`src/rtl/uart_pkg.sv`:
```
// uart_pkg: shared UART definitions (FSM state encoding, frame sizes and the
// parity helper). Used by both the receiver and the transmitter.
package uart_pkg;

  typedef enum logic [1:0] {
    IDLE      = 2'd0,
    START     = 2'd1,
    RECV_BITS = 2'd2,
    STOP      = 2'd3
  } uart_state_e;

  localparam int DATA_BITS  = 8;
  localparam int FRAME_BITS = 9;  // data + parity

  // Parity bit carried on the wire: XOR of the data byte.
  function automatic logic parity(input logic [DATA_BITS-1:0] d);
    return ^d;
  endfunction

endpackage

```
`src/rtl/uart_rx_sync.sv`:
```
// uart_rx_sync: 2-flop synchronizer for the asynchronous RX pin plus a
// falling-edge detector on the synchronized line.
//   clock  in  system clock
//   reset  in  synchronous, active-high reset (all flops cleared to 0)
//   i_rx   in  asynchronous serial line
//   rx_s   out synchronized line (2 cycles after the pin)
//   fall   out high for one cycle when rx_s goes 1 -> 0
// Everything resets to 0, so a line held low through reset never produces
// a fall: a 1 has to be observed first.
module uart_rx_sync (
  input  logic clock,
  input  logic reset,
  input  logic i_rx,
  output logic rx_s,
  output logic fall
);

  logic meta_q, sync_q, prev_q;

  always_ff @(posedge clock) begin
    if (reset) begin
      meta_q <= 1'b0;
      sync_q <= 1'b0;
      prev_q <= 1'b0;
    end else begin
      meta_q <= i_rx;
      sync_q <= meta_q;
      prev_q <= sync_q;
    end
  end

  assign rx_s = sync_q;
  assign fall = prev_q & ~sync_q;

endmodule

```
`src/rtl/uart_rx.sv`:
```
// uart_rx: UART receiver, 1 start / 8 data (LSB first) / 1 even-XOR parity /
// 1 stop. Samples at mid-bit and reports each frame with one-cycle pulses.
//   clock         in  system clock
//   reset         in  synchronous, active-high reset
//   i_rx          in  asynchronous serial line, idle high
//   o_data_byte   out last good-stop byte (held across framing errors)
//   o_data_valid  out 1-cycle pulse, o_data_byte updated
//   o_parity_err  out 1-cycle pulse alongside o_data_valid on parity mismatch
//   o_frame_err   out 1-cycle pulse, stop bit sampled 0
//   o_active      out high from start detection until the frame ends
// Optional build macro UART_RX_MAJORITY_EN: each sample is the 2-of-3 vote
// of rx_s around the nominal point, decided one cycle later
// (needs clk_per_bit >= 8).
module uart_rx
  import uart_pkg::*;
#(
  parameter int clk_per_bit = 868
) (
  input  logic       clock,
  input  logic       reset,
  input  logic       i_rx,
  output logic [7:0] o_data_byte,
  output logic       o_data_valid,
  output logic       o_parity_err,
  output logic       o_frame_err,
  output logic       o_active
);

  localparam logic [15:0] HALF = 16'((clk_per_bit - 1) / 2);
  localparam logic [15:0] LAST = 16'(clk_per_bit - 1);

  logic rx_s, fall, bit_smp;

  uart_rx_sync u_sync (
    .clock (clock),
    .reset (reset),
    .i_rx  (i_rx),
    .rx_s  (rx_s),
    .fall  (fall)
  );

`ifdef UART_RX_MAJORITY_EN
  // Decision moves to target+1; reloading the counter with 1 instead of 0
  // keeps successive decisions exactly clk_per_bit apart.
  localparam logic [15:0] START_TGT = HALF + 16'd1;
  localparam logic [15:0] BIT_TGT   = LAST + 16'd1;
  localparam logic [15:0] RELOAD    = 16'd1;

  logic [1:0] hist_q;  // [1] = rx_s two cycles ago, [0] = one cycle ago

  always_ff @(posedge clock) begin
    if (reset) hist_q <= 2'b00;
    else       hist_q <= {hist_q[0], rx_s};
  end

  assign bit_smp = (hist_q[1] & hist_q[0]) | (hist_q[1] & rx_s) | (hist_q[0] & rx_s);
`else
  localparam logic [15:0] START_TGT = HALF;
  localparam logic [15:0] BIT_TGT   = LAST;
  localparam logic [15:0] RELOAD    = 16'd0;

  assign bit_smp = rx_s;
`endif

  uart_state_e state_q, state_d;
  logic [15:0] cnt_q, cnt_d;
  logic [3:0]  idx_q, idx_d;
  logic [8:0]  shift_q, shift_d;
  logic [7:0]  byte_q, byte_d;
  logic        valid_q, valid_d;
  logic        perr_q, perr_d;
  logic        ferr_q, ferr_d;
  logic        active_q, active_d;

  always_ff @(posedge clock) begin
    if (reset) begin
      state_q  <= IDLE;
      cnt_q    <= '0;
      idx_q    <= '0;
      shift_q  <= '0;
      byte_q   <= '0;
      valid_q  <= 1'b0;
      perr_q   <= 1'b0;
      ferr_q   <= 1'b0;
      active_q <= 1'b0;
    end else begin
      state_q  <= state_d;
      cnt_q    <= cnt_d;
      idx_q    <= idx_d;
      shift_q  <= shift_d;
      byte_q   <= byte_d;
      valid_q  <= valid_d;
      perr_q   <= perr_d;
      ferr_q   <= ferr_d;
      active_q <= active_d;
    end
  end

  always_comb begin
    state_d  = state_q;
    cnt_d    = cnt_q;
    idx_d    = idx_q;
    shift_d  = shift_q;
    byte_d   = byte_q;
    active_d = active_q;
    valid_d  = 1'b0;
    perr_d   = 1'b0;
    ferr_d   = 1'b0;

    case (state_q)
      IDLE: begin
        cnt_d    = '0;
        idx_d    = '0;
        active_d = 1'b0;
        if (fall) begin
          // The edge cycle itself is count 0, so start counting at 1.
          cnt_d    = 16'd1;
          active_d = 1'b1;
          state_d  = START;
        end
      end

      START: begin
        cnt_d = cnt_q + 16'd1;
        if (cnt_q == START_TGT) begin
          if (!bit_smp) begin
            cnt_d   = RELOAD;
            idx_d   = '0;
            state_d = RECV_BITS;
          end else begin
            // Line back high at mid-start: glitch, drop it silently.
            cnt_d    = '0;
            active_d = 1'b0;
            state_d  = IDLE;
          end
        end
      end

      RECV_BITS: begin
        cnt_d = cnt_q + 16'd1;
        if (cnt_q == BIT_TGT) begin
          cnt_d          = RELOAD;
          shift_d[idx_q] = bit_smp;
          if (idx_q == 4'(FRAME_BITS - 1)) begin
            idx_d   = '0;
            state_d = STOP;
          end else begin
            idx_d = idx_q + 4'd1;
          end
        end
      end

      STOP: begin
        cnt_d = cnt_q + 16'd1;
        if (cnt_q == BIT_TGT) begin
          if (bit_smp) begin
            byte_d  = shift_q[7:0];
            valid_d = 1'b1;
            perr_d  = shift_q[8] != parity(shift_q[7:0]);
          end else begin
            ferr_d = 1'b1;
          end
          // Leave at mid-stop so a back-to-back start edge is not missed.
          cnt_d    = '0;
          active_d = 1'b0;
          state_d  = IDLE;
        end
      end

      default: begin
        state_d  = IDLE;
        cnt_d    = '0;
        idx_d    = '0;
        byte_d   = '0;
        active_d = 1'b0;
      end
    endcase
  end

  assign o_data_byte  = byte_q;
  assign o_data_valid = valid_q;
  assign o_parity_err = perr_q;
  assign o_frame_err  = ferr_q;
  assign o_active     = active_q;

endmodule

```
`config.mk`:
```
export PLATFORM = sky130hd
export DESIGN_NAME = uart_rx
export DESIGN_NICKNAME = d
export VERILOG_FILES = /design/src/rtl/uart_pkg.sv /design/src/rtl/uart_rx_sync.sv /design/src/rtl/uart_rx.sv
export SDC_FILE = /design/constraint.sdc
export NUM_CORES = 1
export LEC_CHECK = 0
export CORE_AREA = 10 10 90 84
export CTS_BUF_LIST = sky130_fd_sc_hd__clkbuf_8 sky130_fd_sc_hd__clkbuf_16
export CTS_CLUSTER_DIAMETER = 30
export CTS_CLUSTER_SIZE = 8
export DETAILED_ROUTE_END_ITERATION = 7
export DIE_AREA = 0 0 100 94
export SLEW_MARGIN = 20
export SYNTH_ARGS = -nofsm -noshare
export SYNTH_HDL_FRONTEND = slang
export SYNTH_HIERARCHICAL = 1
export SYNTH_SLANG_ARGS = --single-unit
```
`constraint.sdc`:
```
create_clock -name clock -period 3.55 [get_ports clock]
set_input_delay 0.71 -clock clock [delete_from_list [all_inputs] [get_ports clock]]
set_output_delay 0.71 -clock clock [all_outputs]
set_load 0.05 [all_outputs]
```
======== Word level (Yosys, flattened, before mapping) ========
Index checks and enable logic that the tools add are counted.
storage, ports and cells
  bits in registers ....................... 46
  input port bits ......................... 3
  logic and storage cells ................. 73
operators by class
  $add $sub $neg .......................... 2
  $lt $le $gt $ge ......................... 2
  equality and inequality tests ........... 14
  mux-type cells .......................... 26
  bitwise logic cells ..................... 4
  reductions and logical operators ........ 13
operators by type and width
  operator                                                            number
  one-hot mux 16 bit (3 select lines)                                 1
  two-way mux 16 bit                                                  2
  adder 16 x 1 -> 16 bit (second input constant)                      1
  == test 16 x 10 -> 1 bit (second input constant)                    1
  == test 16 x 9 -> 1 bit (second input constant)                     1
  two-way mux 4 bit                                                   4
  two-way mux 2 bit                                                   6
  inequality test 2 bit (second input constant)                       6
  one-hot mux 4 bit (3 select lines)                                  1
  bitwise mux 9 bit                                                   1
  two-way mux 1 bit                                                   8
  one-hot mux 2 bit (4 select lines)                                  1
  AND reduction 4 bit                                                 2
  XOR reduction 8 bit                                                 1
  nonzero test 3 bit                                                  2
  less-than comparator 4 x 5 -> 1 bit (second input constant)         1
  AND reduction 5 bit                                                 1
  adder 4 x 1 -> 4 bit (second input constant)                        1
  demux 1 bit (select 4 bit)                                          1
  == test 2 bit (second input constant)                               2
  == test 4 bit (second input constant)                               1
  greater-or-equal comparator 4 x 1 -> 1 bit (second input constant)  1
  OR reduction 4 bit                                                  1
  inverter 1 bit                                                      3
  other kinds (11)                                                    11

======== Logic depth before layout (Yosys ltp) ========
Gate-level depths: netlist of run 1.
  depth in word-level cells ............... 5
  gate-level depth with buffers ........... 9

======== By module ========
The synthesis of run 1 kept the hierarchy.
modules (own cells, without submodules)
  module        times used  cells each  area an instance (um^2)  seq. area each (um^2)
  uart_rx       1           225         2123.3                   860.8
  uart_rx_sync  1           7           87.6                     60.1

======== Worst setup path before layout of run 1 ========
Ideal clock, no wire load.
  path kind ............................... register to register
  start point ............................. register cnt_q[0]
  end point ............................... register shift_q[5]
  arrival ................................. 1.607 ns
  required time ........................... 3.422 ns
  setup slack ............................. 1.815 ns
  stages on the path, launching flop included .. 8
  period minus slack after synthesis ...... 1.735 ns
  path through ............................ dfxtp_1 > ha_1 > and4bb_2 > nand4_2 > buf_6 > nor4_2 > mux2i_1 > nor2_1
on the way
  longest elaborated chain between the ends .. 2
ends and longest elaborated chain
  what                                  line            source
  start, declared                       uart_rx.sv:66   logic [15:0] cnt_q, cnt_d;
  start signal, assigned                uart_rx.sv:88   cnt_q <= cnt_d;
  == test 16 x 10 -> 1 bit              uart_rx.sv:141  if (cnt_q == BIT_TGT) begin
  AND reduction 2 bit (no source line)  --
  end signal, assigned                  uart_rx.sv:90   shift_q <= shift_d;
  end, declared                         uart_rx.sv:68   logic [8:0] shift_q, shift_d;
No other way between the ends.
A chain may end at the register's enable or synchronous reset.

======== Worst setup path after layout of run 1 ========
  start point ............................. register cnt_q[0]
  end point ............................... register cnt_q[5]
on the way
  longest elaborated chain between the ends .. 3
  elaborated cells between the ends (all ways) .. 6
  those cells by class .................... add/sub (1); eq/ne (2); mux (3)
ends and longest elaborated chain
  what                                                  line                                            source
  adder 16 x 1 -> 16 bit, or another cell as far along  uart_rx.sv:124, uart_rx.sv:140, uart_rx.sv:154
  two-way mux 16 bit, on equally long branches          uart_rx.sv:141, uart_rx.sv:155, uart_rx.sv:125
  one-hot mux 16 bit (3 select lines) (*)               uart_rx.sv:110                                  case (state_q)
Every way passes the cells marked *; elsewhere a longest branch is shown, timed or not.

==> results of run 1 <==
## critical path, cell delays in order, from the launching register on
cell and delay (ns):
dfxtp_1 0.40, ha_1 0.23, and4bb_2 0.25, nand4_2 0.10, buf_4 0.23, a22oi_1 0.31, or2_1 0.48, nor2_1 0.10
## cell type report
class	count	area, sq um	area share (%)
Clock buffer	6	82.58	3.338
Clock inverter	2	12.51	0.5058
Inverter	7	26.28	1.062
Multi-Input combinational cell	166	1189	48.05
Sequential cell	46	920.9	37.23
Tap cell	70	87.58	3.541
Timing Repair Buffer	16	155.1	6.272
## power groups by stage
stage	combinational (mW)	sequential, mW	clock (mW)
final	0.0160	0.520	0.333
after global placement	0.0161	0.532	0
after floorplan	0.0120	0.530	0
after CTS	0.0161	0.520	0.348
after detailed placement	0.0161	0.532	0
after global routing	0.0177	0.520	0.367
## flip-flops by register name, indices dropped and copies added, names as in the netlist, named ones only
register	count
o_parity_err	1
idx_q	4
shift_q	9
o_data_byte	8
o_data_valid	1
u_sync/prev_q	1
u_sync/meta_q	1
state_q	1
o_active	1
cnt_q	16
o_frame_err	1
u_sync/rx_s	1
## kinds of logic (layout without fill, tap and decap cells)
kind of cell	Yosys count	in the layout	synth area share, %
AND/OR/NAND/NOR	105	105	29.15
XOR/XNOR	22	22	8.716
buffers and inverters	20	31	4.584
adder cells (fa/ha/maj)	6	6	3.395
multiplexers	18	18	8.149
flip-flops	46	46	41.65
AO/OA/AOI/OAI	15	15	4.358
## layer usage
layer	part of all wire, %	GRT usage (%)	vias up
met4	1.6	4.588	0
met2	39	12.18	28
met1	54	12.67	704
met5	0	0	-
met3	5.5	2.796	6
li1	-	-	821
## per-stage QoR
step                power (mW)  std cells  hold WS (ns)  worst slack, ns
floorplan               0.5423        232        0.4138            1.815
global placement        0.5480        305        0.4192            1.271
detailed placement      0.5482        305        0.4308            1.241
CTS                     0.8840        313        0.4521            1.268
global route            0.9052        313        0.4736            1.088
finish                  0.8686        313        0.4502            1.322
## final timing paths
| path | from | end | slack, ns |
|---|---|---|---|
| max | cnt_q[0] | cnt_q[5] | 1.32 |
| min | u_sync/meta_q | u_sync/rx_s | 0.45 |
| max reg2reg | cnt_q[0] | cnt_q[5] | 1.32 |
| min reg2reg | u_sync/meta_q | u_sync/rx_s | 0.45 |
## placed cells by master (no fill, tap or decap), types with 6 or more instances in the layout
cell type        netlist  layout
xor2_1                13      13
inv_1                  7       7
nand2b_1               7       7
clkbuf_8               0       6
xnor2_1                9       9
nand3_1                9       9
ha_1                   6       6
nand2_1               15      15
dfxtp_1               46      46
nor2_1                34      34
nand4_1                6       6
mux2i_1               18      18
clkdlybuf4s50_1        0      14
==> results.ini, run 1 <==
[status]
status=completed

[logic_synthesis]
yosysWarnings=6
synth_fp_nets=241
yosysUniqueCellTypes=44
avgSynthCellArea_sq_um=9.530
synthCells=232
yosys.area.top_type=dfxtp_1
synth_area_leaders=dfxtp_1 (42%), mux2i_1 (8.1%), nor2_1 (5.8%)
yosysMostFrequentCell=dfxtp_1
yosysSeqAreaShare_pct=41.65
synth_commonest_cells=dfxtp_1 (46), nor2_1 (34), mux2i_1 (18), nand2_1 (15), xor2_1 (13)
ys_async_sr_fraction_pct=0
synth_top_area_share_pct=41.65
synthFlopType=dfxtp_1
synth_edf_count=0
ys_ff_latch=46
synthesis.area_sq_um=2211

[routing]
drc=0
vias_per_cell=4.981
drt_first_pass_iters=4
wl_mm=3.919
drtAntennaViolNets=0
wl_per_cell_um=12.52
drt_iter0_drc=84
vias=1559

[place]
place_area_sq_um=2379
finalWeightedCongestion=0.7552
io_buffers=14
hpwl_mm=2.789

[cells_and_area]
nNetsFinal=251
area_growth_pct=11.88
drive_gt1_share_pct=9.053
final_core_utilization_pct=43.95
num_antenna_cells=0
post-route-cell-area_sq_um=2474
final.fill_count=546

[global_route]
grt_pass1_wl_mm=7.107
grt_usage_pct=9.094
overflow=0
grt_pass1_vias=1505
antenna_found_initial=0
grt_start_max_net_pins=22

[die]
initial_core_util_pct=39.28
fp.dieW_um=100
die_area_sq_um=9400
num_rows=26
die_h_um=94
pin_count=15
coreArea_sq_um=5628

[worst_hold_path]
hp-class=reg -> reg
holdPathStages=1

[clocking]
cts_buffers=5
worst_skew_pair.late_latency_ns=0.30
hold_buffers=0
clk_pin_slew_ns=0.08
h-tree-depth=2
cts_buffer_depth=2
cts_tree=yes
cts_sinks=46
cts_setup_buffers=0
cts_resized=0
clockRootBuffer=clkbuf_8

[power]
switching_share_pct=21.63
intPower_mw=0.6807
p_clk_share_pct=38.3
ir_drop_mv=0.1911
p_seq_share_pct=59.8
p_sw_mw=0.1878
power_density_nw_per_um2=351.1
p_leak_nw=0.8600
p_comb_share_pct=1.8

[sta]
hold_violations=0
fin_skew_ns=0.003372
max_freq_mhz=448.8
slew_violations=0
fin_tns_setup_ns=0
setup_viol=0
maxSlewHeadroom_pct=65.08
worst-slew-pin-transition_ns=0.5225
rsz0062_at_grt=no
period_share_pct=62.77
fin_crit_ns=2.228

[setup_path]
critical_path_class=reg -> reg
critPathCaptureType=register
worstPathArrival_ns=2.40
start_kind=register
path_max_fanout=15
rr_worst_depth=7
cp.required_ns=3.72

[flow_run]
drv_cap=0

Power figures use the tool's default switching activity.
==> run 2: changes to the inputs <==
==> constraint.sdc (replaced) <==
create_clock -name clock -period 2.18 [get_ports clock]
set_input_delay 0.436 -clock clock [delete_from_list [all_inputs] [get_ports clock]]
set_output_delay 0.436 -clock clock [all_outputs]
set_load 0.05 [all_outputs]
==> run 2 against run 1 <==
First-iteration DRC count rose by 7.1%; sequential cell count did not move; routed wire length rose by 3.8%.
==> results.ini, run 2 (synthesized netlist as in run 1, its figures left out) <==
[routing]
vias=1560  ; +0.064%
wl_met3_um=195  ; -8.9%
drt_first_pass_iters=4  ; unchanged
drc=0  ; unchanged
wl_met1_mm=2.223  ; +5.9%
wl_met2_mm=1.586  ; +2.9%
highest_layer=met4
vias_per_cell=4.952  ; -0.57%
drt_iter0_drc=90  ; +7.1%
wl_mm=4.069  ; +3.8%
wl_per_cell_um=12.92  ; +3.2%
drtAntennaViolNets=0  ; unchanged

[cells_and_area]
top_register=cnt_q
layout_commonest_cell=dfxtp_1
drive_gt1_share_pct=10.61  ; +1.6 points
largest_reg_flops=16  ; unchanged
num_antenna_cells=0  ; unchanged
area_growth_pct=13.24
final_core_utilization_pct=44.49  ; +0.53 points
nNetsFinal=253  ; +0.80%
most-common-layout-cells=dfxtp_1 (45), nor2_1 (34), mux2i_1 (18), nand2_1 (15), clkdlybuf4s50_1 (14)

[place]
io_buffers=14  ; unchanged
preCtsSetupSlack_ns=0.09923  ; -1.142 ns
finalWeightedCongestion=0.8241  ; +9.1%
hpwl_mm=2.845  ; +2.0%

[clocking]
cts_buffers=5  ; unchanged
cts_sinks=46  ; unchanged
cts_tree=yes
worst_skew_pair.late_latency_ns=0.30  ; about the same
cts_buffer_depth=2  ; unchanged
h-tree-depth=2  ; unchanged
clk_pin_slew_ns=0.09  ; about the same
clockRootBuffer=clkbuf_8
hold_buffers=0  ; unchanged

[status]
status=completed

[power]
total_power_mw=1.422  ; +64%
ir_drop_mv=0.2814  ; +47%
power_density_nw_per_um2=568.0  ; +62%
p_leak_nw=0.8407  ; -2.2%

[die]
num_rows=26  ; unchanged
fp.dieW_um=100  ; unchanged
initial_core_util_pct=39.28  ; unchanged
pin_count=15  ; unchanged
die_area_sq_um=9400  ; unchanged
die_h_um=94  ; unchanged
coreArea_sq_um=5628  ; unchanged

[sta]
hold_violations=0  ; unchanged
slew_violations=0  ; unchanged
fin_crit_ns=1.959  ; -0.2689 ns
worst-slew-pin-transition_ns=0.5423  ; +0.01986 ns
rsz0062_at_grt=no
period_share_pct=89.88  ; +27 points
maxSlewHeadroom_pct=63.76  ; -1.3 points
fin_tns_setup_ns=0  ; unchanged
setup_viol=0  ; unchanged
final.setup.worst_slack_ns=0.2207  ; -1.101 ns
max_freq_mhz=510.4  ; +14%
fin_skew_ns=0.004395  ; +0.001022 ns

[setup_path]
start_kind=register
cp_num_buf_inv=1  ; unchanged
max_stage_delay_ns=0.37  ; -0.11 ns
cpMaxStageDelayCell=dfxtp_2
critPathCaptureType=register
worstPathArrival_ns=2.15  ; -0.25 ns
worstPathCellList=ha_1 > and4bb_2 > nand4_4 > buf_4 > nor4_2 > mux2i_1 > nor2_1
critical_path_class=reg -> reg
path_max_fanout=8  ; -7
crit_family=simple AND/OR/NAND/NOR gates
cp.required_ns=2.37  ; -1.35 ns
r2r_slack_ns=0.22  ; -1.10 ns

[flow_run]
drv_cap=0  ; unchanged

[global_route]
grt_start_max_net_pins=23  ; +4.5%
grt_pass1_vias=1537  ; +2.1%
grt_usage_pct=9.443  ; +0.35 points
overflow=0  ; unchanged
antenna_found_initial=0  ; unchanged
grt_pass1_wl_mm=7.348  ; +3.4%

[worst_hold_path]
hp-class=reg -> reg

-- run 2: final timing paths --
kind            startpoint     endpoint  cells after the start
min reg2reg  u_sync/meta_q  u_sync/rx_s                      1
max reg2reg       cnt_q[0]   shift_q[5]                      7
min          u_sync/meta_q  u_sync/rx_s                      1
max               cnt_q[0]   shift_q[5]                      7
-- run 2: area by class of cell --
| type | count | area [sq um] |
|---|---|---|
| Timing Repair Buffer | 18 | 170.2 |
| Multi-Input combinational cell | 166 | 1202 |
| Clock inverter | 2 | 12.51 |
| Sequential cell | 46 | 922.1 |
| Fill cell | 551 | 3124 |
| Tap cell | 70 | 87.58 |
| Inverter | 7 | 26.28 |
| Clock buffer | 6 | 82.58 |
-- run 2: per-stage QoR --
stage | area (sq um) | instances | hold WS [ns]
6_report | 2504 | 315 | 0.4510
5_1_grt | 2504 | 315 | 0.4769
4_1_cts | 2489 | 315 | 0.4563
3_5_place_dp | 2394 | 307 | 0.4371
3_3_place_gp | 2394 | 307 | 0.4264
2_1_floorplan | 2211 | 232 | 0.4138
-- run 2: layer usage --
| layer | track usage, % | vias up |
|---|---|---|
| met5 | 0 | - |
| met4 | 3.529 | 0 |
| met3 | 3.458 | 7 |
| met2 | 12.77 | 19 |
| met1 | 13.18 | 717 |
| li1 | - | 817 |
-- run 2: repair_timing --
action	CTS	global route
buffers inserted	0	0
endpoints found under the hold margin	0	0
endpoints found under the setup margin	0	20
resized for setup	0	3
-- run 2: worst reg2reg max path, delay by kind of cell, from the launching register on --
family,cells,cell delay (ns)
adder cells (fa/ha/maj),1,0.21
multiplexers,1,0.22
buffers and inverters,1,0.24
AND/OR/NAND/NOR,4,0.80
flip-flops,1,0.37
-- run 2: power breakdown --
part	internal (mW)	switching, mW
sequential	0.842	0.00392
combinational	0.0126	0.0152
clock	0.255	0.293
==> patch: new RTL, config.mk and constraints of run 2 <==
Encoding of `uart_state_e`: now one-hot (4 bits for 4 states).
--- a/src/rtl/uart_pkg.sv
+++ b/src/rtl/uart_pkg.sv
@@ -2,11 +2,11 @@
 // parity helper). Used by both the receiver and the transmitter.
 package uart_pkg;
 
-  typedef enum logic [1:0] {
-    IDLE      = 2'd0,
-    START     = 2'd1,
-    RECV_BITS = 2'd2,
-    STOP      = 2'd3
+  typedef enum logic [3:0] {
+    IDLE      = 4'b0001,
+    START     = 4'b0010,
+    RECV_BITS = 4'b0100,
+    STOP      = 4'b1000
   } uart_state_e;
 
   localparam int DATA_BITS  = 8;
Behaviour: same outputs for any inputs over 10 cycles, from zero or initial values and one cycle with reset high; not proved beyond that.
==> patch against run 2 <==
Die area did not move; non-clock buffer count rose by 3; area after synthesis rose by 3.2%; count of clock-buffer cells in the layout fell by 1; worst hold slack got worse by 5.6 ps; wire length rose by 10%; design area rose by 4.5%; highest routed layer unchanged; synthesized cell count rose by 4.3%; global-route usage rose by 0.69 points; critical endpoint is now idx_q[0]; setup slack got worse by 68 ps; sequential cell count rose by 2; first-iteration DRC count fell by 36%.
Power is not compared: it rests on default switching activity, and its combinational part moved more than twofold at a synthesized area within 25%.
==> patch: results (changes against run 2) <==
metric	value	unit	change
Hold Slack	445	ps	-5.64 ps
filler cell count	558		+1.3%
Netlist cell types	55		+25%
Hold EP	u_sync/rx_s		
Hold Path Stages	1		unchanged
Slowest cell on crit path	dfxtp_1		
flop-to-flop setup slack	150	ps	-70 ps
YS warnings	6		unchanged
Post-Place Worst Slack	168	ps	+68.7 ps
crit path max fanout	7		-1
Synth Net Count	251		+4.1%
Area contributors post-synth	dfxtp_1 42%, xnor2_1 5.0%, xor2_1 4.2%		
Post-Route WL	4490	um	+10%
CP arrival	2270	ps	+120 ps
slew of the pin with the lowest slew margin	537	ps	-4.96 ps
vias per cell	5.25		+6.0%
Total GRT Usage	10.1	%	+0.69 points
Starting Density	40.5	%	+1.2 points
share of cells above drive strength 1	10.7	%	+0.075 points
status	complete, no violations		
worst flop-to-flop path endpoint	idx_q[0]		
Critical Path Max Stage Delay	430	ps	+60 ps
Placer Congestion	0.828		+0.46%
Post-CTS Repair Setup Buffers	0		unchanged
Final Skew	6.90	ps	+2.50 ps
first-pass GRT wire length	7960	um	+8.4%
R2R depth	6		-1
register area share after synthesis	42.1	%	+0.48 points
commonest cells in the netlist	48 x dfxtp_1, 25 x nor2_1, 19 x nand2_1		
number of DRC markers in iteration 0	58		-36%
vias in the first global route	1662		+8.1%
largest net degree at the start of global routing	17		-26%
Post-DP HPWL	3270	um	+15%
ANT cells	0		unchanged
nets@finish	270		+6.7%
patch: cell count changes in the layout (fill, tap and decap cells not counted), moves of 4 or more:
cell	before	now
nand2b_1	7	2
nand2_1	15	19
xnor2_1	9	13
nor2_1	34	25
mux2i_1	18	5
nand3_1	9	16
a22o_1	0	8
o21ai_0	3	7
patch: metal layers:
metal	up-vias	part of all wire (%)	track usage, %	wire, um
met5	-	0	0	0
met4	0	1.3	3.88	57
met3	5	4.8	2.80	217
met2	28	39	14.1	1770
met1	810	54	14.4	2440
li1	900	-	-	-
patch: cell families after synthesis:
group	synth area share [%]
buffers and inverters	4.06
flip-flops	42.1
AND/OR/NAND/NOR	26.9
XOR/XNOR	9.22
adder cells (fa/ha/maj)	3.29
AO/OA/AOI/OAI	12.2
multiplexers	2.19
patch: power by group through the flow:
stage                     registers (uW)  logic (uW)  clock network, uW
after floorplan                      959         277                  0
after global placement               978         326                  0
after detailed placement             982         325                  0
after CTS                            961         327                682
after global routing                 968         369                705
final                                963         324                653
patch: worst max path at each step:
stage | from | end | slack, ps
floorplan | cnt_q[0] | idx_q[0] | 310
global placement | cnt_q[0] | idx_q[0] | 220
detailed placement | cnt_q[0] | idx_q[2] | 170
CTS | cnt_q[0] | idx_q[2] | 150
global route | cnt_q[0] | idx_q[0] | 20
finish | cnt_q[0] | idx_q[0] | 150
patch: what timing repair did:
item	CTS	global route
hold buffers	0	0
endpoints found under the hold margin	0	0
resized for setup	0	2
endpoints found under the setup margin	0	2
patch: stage by stage:
| stage | total power (uW) | instances | cell area [um2] |
|---|---|---|---|
| detailed placement | 1310 | 324 | 2500 |
| global placement | 1300 | 324 | 2500 |
| CTS | 1970 | 332 | 2620 |
| global route | 2040 | 332 | 2620 |
| floorplan | 1240 | 242 | 2280 |
| finish | 1940 | 332 | 2620 |
patch: area by class of cell:
type	count	area share, %
multi-input combinational	177	47.0
sequential	48	36.7
timing repair buffer	21	7.36
tap	70	3.35
clock buffer	5	2.63
clock inverter	3	1.82
inverter	8	1.15
